--- src/rtl/bchecc_pkg.sv ---
// Shared GF(2^13) definitions for the t=15 BCH decoder.
// Holds field constants, the Chien FSM encoding and elaboration-time GF helpers.
package bchecc_pkg;

   localparam int unsigned GF_M  = 13;
   localparam int unsigned T_MAX = 15;
   localparam int unsigned GF_N  = 8191;

   // Reduction taps of x^13+x^4+x^3+x+1 with x^13 implicit
   localparam logic [GF_M-1:0] GF_POLY = 13'h001B;
   localparam logic [GF_M-1:0] ALPHA   = 13'h0002;

   typedef logic [T_MAX-1:0][GF_M-1:0] lane_vec_t;

   typedef enum logic [1:0] {
      S_IDLE   = 2'd0,
      S_INIT   = 2'd1,
      S_SEARCH = 2'd2,
      S_DONE   = 2'd3
   } state_e;

   function automatic logic [GF_M-1:0] gf_mul(input logic [GF_M-1:0] a,
                                              input logic [GF_M-1:0] b);
      logic [GF_M-1:0] p;
      logic [GF_M-1:0] s;
      p = '0;
      s = a;
      for (int i = 0; i < GF_M; i++) begin
         if (b[i]) p = p ^ s;
         s = {s[GF_M-2:0], 1'b0} ^ (s[GF_M-1] ? GF_POLY : '0);
      end
      return p;
   endfunction

   // Square-and-multiply keeps elaboration cheap for large exponents
   function automatic logic [GF_M-1:0] gf_pow(input logic [GF_M-1:0] a,
                                              input int unsigned   e);
      logic [GF_M-1:0] r;
      int unsigned     er;
      er = e % GF_N;
      r  = GF_M'(1);
      for (int i = GF_M - 1; i >= 0; i--) begin
         r = gf_mul(r, r);
         if (er[i]) r = gf_mul(r, a);
      end
      return r;
   endfunction

   // Lane j-1 gets alpha^(j*step)
   function automatic lane_vec_t lane_consts(input int unsigned step);
      lane_vec_t c;
      for (int unsigned j = 1; j <= T_MAX; j++) begin
         c[j-1] = gf_pow(ALPHA, (j * step) % GF_N);
      end
      return c;
   endfunction

endpackage

--- src/rtl/bchecc_gfmult15.sv ---
// Fifteen independent GF(2^13) multipliers, one per locator lane.
module bchecc_gfmult15
   import bchecc_pkg::*;
(
   input  logic [T_MAX-1:0][GF_M-1:0] a_i,
   input  logic [T_MAX-1:0][GF_M-1:0] b_i,
   output logic [T_MAX-1:0][GF_M-1:0] p_o
);

   always_comb begin
      p_o = '0;
      for (int l = 0; l < T_MAX; l++) begin
         p_o[l] = gf_mul(a_i[l], b_i[l]);
      end
   end

endmodule

--- src/rtl/bchecc_chien.sv ---
// Serial Chien search: evaluates sigma at one codeword position per clock and
// reports transmit-order error locations, with early stop once deg roots are found.
module bchecc_chien
   import bchecc_pkg::*;
#(
   parameter int unsigned CW_LEN = 4291
) (
   input  logic                    clk,
   input  logic                    rst,
   input  logic                    start_i,
   input  logic [T_MAX*GF_M-1:0]   sigma_i,
   input  logic [3:0]              deg_i,
   output logic                    busy_o,
   output logic                    err_valid_o,
   output logic [GF_M-1:0]         err_loc_o,
   output logic [3:0]              err_cnt_o,
   output logic                    done_o,
   output logic                    fail_o
);

   localparam int unsigned     OFFSET = GF_N + 1 - CW_LEN;
   localparam lane_vec_t       INIT_C = lane_consts(OFFSET);
   localparam lane_vec_t       SRCH_C = lane_consts(1);
   localparam logic [GF_M-1:0] K_LAST = GF_M'(CW_LEN - 1);

   state_e          state_q;
   lane_vec_t       reg_q;
   lane_vec_t       mult_b;
   lane_vec_t       prod;
   logic [3:0]      deg_q;
   logic [3:0]      cnt_q;
   logic [3:0]      cnt_d;
   logic [GF_M-1:0] k_q;
   logic [GF_M-1:0] eval_sum;
   logic            hit;
   logic            last_pos;
   logic            busy_q;
   logic            err_valid_q;
   logic [GF_M-1:0] err_loc_q;
   logic            done_q;
   logic            fail_q;

   assign mult_b = (state_q == S_INIT) ? INIT_C : SRCH_C;

   bchecc_gfmult15 u_mult (
      .a_i (reg_q),
      .b_i (mult_b),
      .p_o (prod)
   );

   // sigma(alpha^(OFFSET+k)): implicit sigma0 = 1 plus all lane terms
   always_comb begin
      eval_sum = GF_M'(1);
      for (int l = 0; l < T_MAX; l++) begin
         eval_sum = eval_sum ^ reg_q[l];
      end
      hit      = (eval_sum == '0);
      cnt_d    = (cnt_q == 4'd15) ? cnt_q : cnt_q + 4'd1;
      last_pos = (k_q == K_LAST);
   end

   always_ff @(posedge clk or posedge rst) begin
      if (rst) begin
         state_q     <= S_IDLE;
         reg_q       <= '0;
         deg_q       <= '0;
         cnt_q       <= '0;
         k_q         <= '0;
         busy_q      <= 1'b0;
         err_valid_q <= 1'b0;
         err_loc_q   <= '0;
         done_q      <= 1'b0;
         fail_q      <= 1'b0;
      end else begin
         err_valid_q <= 1'b0;
         done_q      <= 1'b0;
         case (state_q)
            S_IDLE: begin
               if (start_i) begin
                  reg_q   <= sigma_i;
                  deg_q   <= deg_i;
                  cnt_q   <= '0;
                  fail_q  <= 1'b0;
                  k_q     <= '0;
                  busy_q  <= 1'b1;
                  state_q <= S_INIT;
               end
            end
            S_INIT: begin
               reg_q <= prod;
               k_q   <= '0;
               if (deg_q == 4'd0) begin
                  done_q  <= 1'b1;
                  fail_q  <= (cnt_q != deg_q);
                  state_q <= S_DONE;
               end else begin
                  state_q <= S_SEARCH;
               end
            end
            S_SEARCH: begin
               reg_q <= prod;
               k_q   <= k_q + GF_M'(1);
               if (hit) begin
                  err_valid_q <= 1'b1;
                  err_loc_q   <= k_q;
                  cnt_q       <= cnt_d;
               end
               // Stop on the last expected root or at the final position
               if ((hit && (cnt_d == deg_q)) || last_pos) begin
                  done_q  <= 1'b1;
                  fail_q  <= ((hit ? cnt_d : cnt_q) != deg_q);
                  state_q <= S_DONE;
               end
            end
            S_DONE: begin
               busy_q  <= 1'b0;
               state_q <= S_IDLE;
            end
            default: state_q <= S_IDLE;
         endcase
      end
   end

   assign busy_o      = busy_q;
   assign err_valid_o = err_valid_q;
   assign err_loc_o   = err_loc_q;
   assign err_cnt_o   = cnt_q;
   assign done_o      = done_q;
   assign fail_o      = fail_q;

endmodule
--- config.mk ---
export PLATFORM = sky130hd
export DESIGN_NAME = bchecc_chien
export DESIGN_NICKNAME = d
export VERILOG_FILES = /design/src/rtl/bchecc_pkg.sv /design/src/rtl/bchecc_gfmult15.sv /design/src/rtl/bchecc_chien.sv
export SDC_FILE = /design/constraint.sdc
export NUM_CORES = 2
export LEC_CHECK = 0
export ABC_AREA = 1
export CAP_MARGIN = 40
export CORE_ASPECT_RATIO = 1.1
export CORE_UTILIZATION = 58
export DETAILED_ROUTE_END_ITERATION = 10
export HOLD_SLACK_MARGIN = 0.05
export PLACE_DENSITY = 0.79
export SLEW_MARGIN = 40
export SYNTH_ARGS = -nofsm -noshare
export SYNTH_HDL_FRONTEND = slang
export SYNTH_SLANG_ARGS = --single-unit
--- constraint.sdc ---
create_clock -name clk -period 25 [get_ports clk]
set_clock_uncertainty 0.1 [all_clocks]
set_input_delay 5 -clock clk [delete_from_list [all_inputs] [get_ports clk]]
set_output_delay 5 -clock clk [all_outputs]
set_load 0.02 [all_outputs]
Yosys cells after proc, flatten, opt, wreduce, memory -nomap -nowiden:

Index checks and enable logic that the tools add are counted.

* add/sub/neg operators: 2
* multiply operators: 0
* div/mod/pow operators: 0
* $lt $le $gt $ge: 0
* eq/ne operators: 11
* shift-type cells: 0
* multiplexer cells: 399
* bitwise operators: 375
* reductions and logical operators: 18

Operators with widths (count)
* $xor 13x13->13: 374
* $mux 13: 196
* $mux 5: 180
* $mux 195: 2
* $pmux 195 s2: 1
* $pmux 13 s3: 1
* $reduce_and 2->1: 7
* $add 13x1->13 const B: 1
* $eq 13x13->1 const B: 1
* $logic_not 13->1: 1
* $mux 4: 3
* $mux 1: 9
* $ne 4x4->1: 2
* $pmux 2 s4: 1
* $pmux 4 s2: 1
* $reduce_bool 2->1: 3
* $add 4x1->4 const B: 1
* $eq 2x2->1 const B: 2
* $eq 4x4->1: 1
* $eq 4x4->1 const B: 1
* $logic_not 4->1: 1
* $mux 2: 2
* $ne 2x2->1 const B: 2
* $pmux 1 s2: 2
* 10 further kinds: 10

* flip-flop bits (word level): 235
* bits in latches: 0
* memory bits (writable): 0
* memory bits (read-only): 0
* input bits: 202
* output and inout port bits: 21
* word-level logic and storage cells: 829
* memories: 0

Logic depth before layout (Yosys ltp):

* depth after elaboration: 28
* gate-level depth with buffers: 25
* gate-level depth less buffers: 24

Modules after synthesis:

A second synthesis with hierarchy kept.

* cell total of the unflattened synthesis: 11622
* area total of the unflattened synthesis: 62670.1 µm²

By module, submodules not included
* bchecc_gfmult15: times used 1, cells each 9574, area each 48630.4 µm², seq. area each 0.0 µm²
* bchecc_chien: times used 1, cells each 2048, area each 14039.7 µm², seq. area each 5880.6 µm²

Least setup slack after synthesis:

No wires, ideal clock.

* kind: input to register
* from: in start_i
* to: reg k_q[11]
* library setup time: 0.132 ns
* arrival: 6.420 ns
* required time: 24.768 ns
* slack: 18.348 ns
* cell stages on the path: 12
* buffers on the path: 1
* cells stage by stage: nor2_1 > nor2_1 > clkbuf_1 > nand2_1 > nor4_1 > nand2_1 > nor2_1 > nand2_1 > nor2_1 > inv_1 > nor3_1 > nor3_1

* word-level cells in the longest chain between the ends: 2

RTL lines
* from (decl): RTL line bchecc_chien.sv:10 `input logic start_i,`
* $ne 2x2->1 (no source line)
* $reduce_and 2->1 (no source line)
* to (signal assigned): RTL line bchecc_chien.sv:102 `k_q <= k_q + GF_M'(1);`
* to (decl): RTL line bchecc_chien.sv:33 `logic [GF_M-1:0] k_q;`

No other way between the ends.
A chain may end at the register's enable or synchronous reset.

Worst setup path in the final report:

* from: in start_i
* to: reg reg_q[163] in the netlist's numbering

* word-level cells in the longest chain between the ends: 2

RTL lines
* $ne 2x2->1 (no source line)
* $reduce_and 2->1 (no source line)
* to (signal assigned): RTL line bchecc_chien.sv:80 `reg_q <= sigma_i;`
* to (signal assigned): RTL line bchecc_chien.sv:90 `reg_q <= prod;`
* to (signal assigned): RTL line bchecc_chien.sv:101 `reg_q <= prod;`
* to (decl): RTL line bchecc_chien.sv:27 `lane_vec_t reg_q;`

No other way between the ends.

==> summary.txt <==
Synth
  • Compound-cell area share of the yosys netlist: 0.173
  • Mapped Area: 28,400 µm²
  • FFs w/ async S/R, synth: 1.00
  • Most frequent cells after synthesis: nand2_1 (957), xor2_1 (608), inv_1 (374)
  • Seq/Total Area, Yosys: 0.207
  • Most numerous cell in the Yosys netlist: nand2_1
  • Main synth FF type: dfrtp_1
  • Syn_nets: 4,366
  • Largest cells by area after synthesis: dfrtp_1 (21%), xor2_1 (19%), nand2_1 (13%)
  • Yosys top cell area share: 0.207
  • Simple-gate share of the synthesized area: 0.203
  • Area leader, netlist: dfrtp_1
  • Cells after Synth: 4,157
  • Yosys warns: 0
  • Synth Area in Adders: 0.00309
  • Synthesized area per cell: roughly 6.8 µm²
  • XOR/XNOR Fraction of Synth Area: 0.320
  • Count of cell types in the netlist: 51
  • Multiplexer share of the synthesized area: 0.000397
  • Largest family of logic cells by synthesized area: XOR/XNOR gates
  • Number of flops mapped to enable cells by yosys: 0
  • Yosys reg bits: between 200 and 250

Floorplan
  • Initial core utilization: 0.590
  • Chip height: 234 µm
  • FP Rows: 84
  • Die ar.: between 40,000 and 50,000 µm²
  • Die width: roughly 210 µm
  • Core ar.: 48,000 µm²
  • Ports: about 220

Route
  • First-pass iteration count of the detailed router: 8
  • Final WL: 93,200 µm
  • Wirelength per Cell: around 19 µm
  • Final ANT Viol Nets: 0
  • Via count: approximately 28,000
  • DRC viols: 0
  • Initial DRC Count: about 2,800
  • Vias per cell: 5.74

Timing
  • Min Tclk post-route: 7100 ps
  • Unrepaired setup endpoints after global routing: no
  • Final Hold Vio Count: 0
  • Final max-slew violation count: 0
  • Final setup viols: 0
  • Setup TNS: 0 ps
  • Max frequency: approximately 0.14 GHz
  • Period utilization: 0.284
  • Worst-margin pin slew: 920 ps
  • Rel. slew slack: 0.387

Critical path
  • Worst endpoint data arrival time: 7460 ps
  • Critical path's largest stage delay: 730 ps
  • Critical Path, Cell by Cell: clkdlybuf4s50_1 > nor2_1 > nor2_4 > inv_6 > buf_4 > a21oi_1 > o21ai_0 > o21ai_0
  • CP endpoint kind: flop
  • Startpoint Class: input port
  • Reg2Reg Depth: 13
  • Worst EP required: 25,360 ps
  • Crit path kind: in2reg
  • Worst path slowest cell: buf_4
  • CP most frequent cell: o21ai_0
  • Crit path max fanout: 95

Clock tree
  • Worst-path clk slew: about 60 ps
  • H-tree levels: 1
  • Resized Gates After CTS: 0
  • Post-CTS setup buffers: 0
  • CTS max path bufs: 3
  • Root Driver: clkbuf_16
  • Hold buffers post-CTS: 0
  • Clk sinks: about 240
  • Total CTS buffers: 31
  • CTS tree: done
  • Clock latency on the worst-skew pair: slightly above 600 ps

Placed design
  • Placed instance area: roughly 30,000 µm²
  • Hpwl dp: about 70,000 µm
  • I/O Buffers: roughly 220
  • GPL Wtd Cong: approximately 1.0
  • Dpl cells: around 4,800

Final layout
  • Fin cells: approximately 4,800
  • Cell area after layout: 31,500 µm²
  • Nets@finish: around 4,400
  • Share of cells above drive strength 1: 0.0416
  • Fill cells: roughly 4,400
  • # diodes: 0
  • Area Growth Syn to Fin: 11.1%
  • Register area: 5880 µm²
  • Multi-input logic area: between 15,000 and 20,000 µm²

Worst hold path
  • Hold depth: 2
  • Hold/Removal Path Class: reg2reg

Status
  • Run status: finished clean

Global route
  • Number of global-route vias before repair: about 25,000
  • GRT Total Usage: 0.371
  • Largest net degree at the start of global routing: around 170
  • Total gr overflow: 0
  • Initial antenna violation count: 0
  • First-pass GRT wire length: 143,000 µm

Job
  • Max Cap Viol: 0
## flip-flops by register name, summed over array words and instances (netlist names)
name         count
err_loc_o       13
err_valid_o      1
fail_o           1
busy_o           1
done_o           1
state_q          2
k_q             13
deg_q            4
err_cnt_o        4
reg_q          195
## cell type report
| class | count | share of cell area |
|---|---|---|
| Multi-Input combinational cell | 3272 | 0.631 |
| Sequential cell | 235 | 0.187 |
| Timing Repair Buffer | 234 | 0.0761 |
| Inverter | 383 | 0.0463 |
| Clock buffer | 42 | 0.0275 |
| Tap cell | 645 | 0.0256 |
| Clock inverter | 15 | 0.00687 |
## through the flow
step / util / hold WS, ps / worst slack (ps)
4_1_cts: 0.656 / 387 / 17930
3_5_place_dp: 0.633 / 372 / 17350
3_3_place_gp: 0.632 / 364 / 17000
5_1_grt: 0.656 / 405 / 17700
6_report: 0.656 / 381 / 17900
2_1_floorplan: - / 346 / 13450
## layout by cell type (no fill, tap or decap), drive strengths merged, types with 2 or more instances in the layout
cell type,count
clkinv,8
o21a,5
nand4,10
a211o,2
nor3,12
or2,46
buf,12
a21o,2
clkdlybuf4s50,222
clkbuf,42
a21oi,253
a31oi,3
bufinv,5
nand2b,2
nand2,964
inv,384
nor3b,2
xor2,638
nand3b,6
ha,7
o211ai,124
dfrtp,235
xnor2,350
o22ai,13
nor4,4
a22oi,45
o2111ai,3
o21ai,390
nor2,173
o221ai,23
nand3,189
## path summary, 6_finish.rpt
| path | startpoint | endpoint | slack, ps |
|---|---|---|---|
| min in group asynchronous | rst | reg_q[154]$_DFFE_PP0P_ | 4830 |
| max in group asynchronous | rst | reg_q[91]$_DFFE_PP0P_ | 18750 |
| min reg2reg | err_loc_o[8]$_DFFE_PP0P_ | err_loc_o[8]$_DFFE_PP0P_ | 380 |
| max | start_i | reg_q[163]$_DFFE_PP0P_ | 17900 |
| min | err_loc_o[8]$_DFFE_PP0P_ | err_loc_o[8]$_DFFE_PP0P_ | 380 |
| max reg2reg | state_q[1]$_DFFE_PP0P_ | reg_q[71]$_DFFE_PP0P_ | 21030 |
## worst max-delay path, delay by kind of cell
kind | cells | cell delay (ps)
AND/OR/NAND/NOR | 2 | 330
AO/OA/AOI/OAI | 3 | 320
buffers and inverters | 3 | 1710
## metal layers
metal	part of all wire	global-route usage	vias to the layer above
li1	-	-	13300
met3	0.097	0.0656	260
met4	0.058	0.198	0
met2	0.44	0.576	1334
met1	0.40	0.490	12800
met5	0	0	-
## kinds of logic (layout without fill, tap and decap cells)
logic type                 Yosys count  in the layout
and+or+nand+nor                   1409           1409
xor gates and xnor gates           988            988
AOI/OAI and AO/OA                  867            867
buffers and inverters              650            674
DFF                                235            235
adders and majority gates            7              7
muxes                                1              1
Power is not shown: default switching activity piles up to over one toggle a cycle in this logic, so the estimate is an artifact.
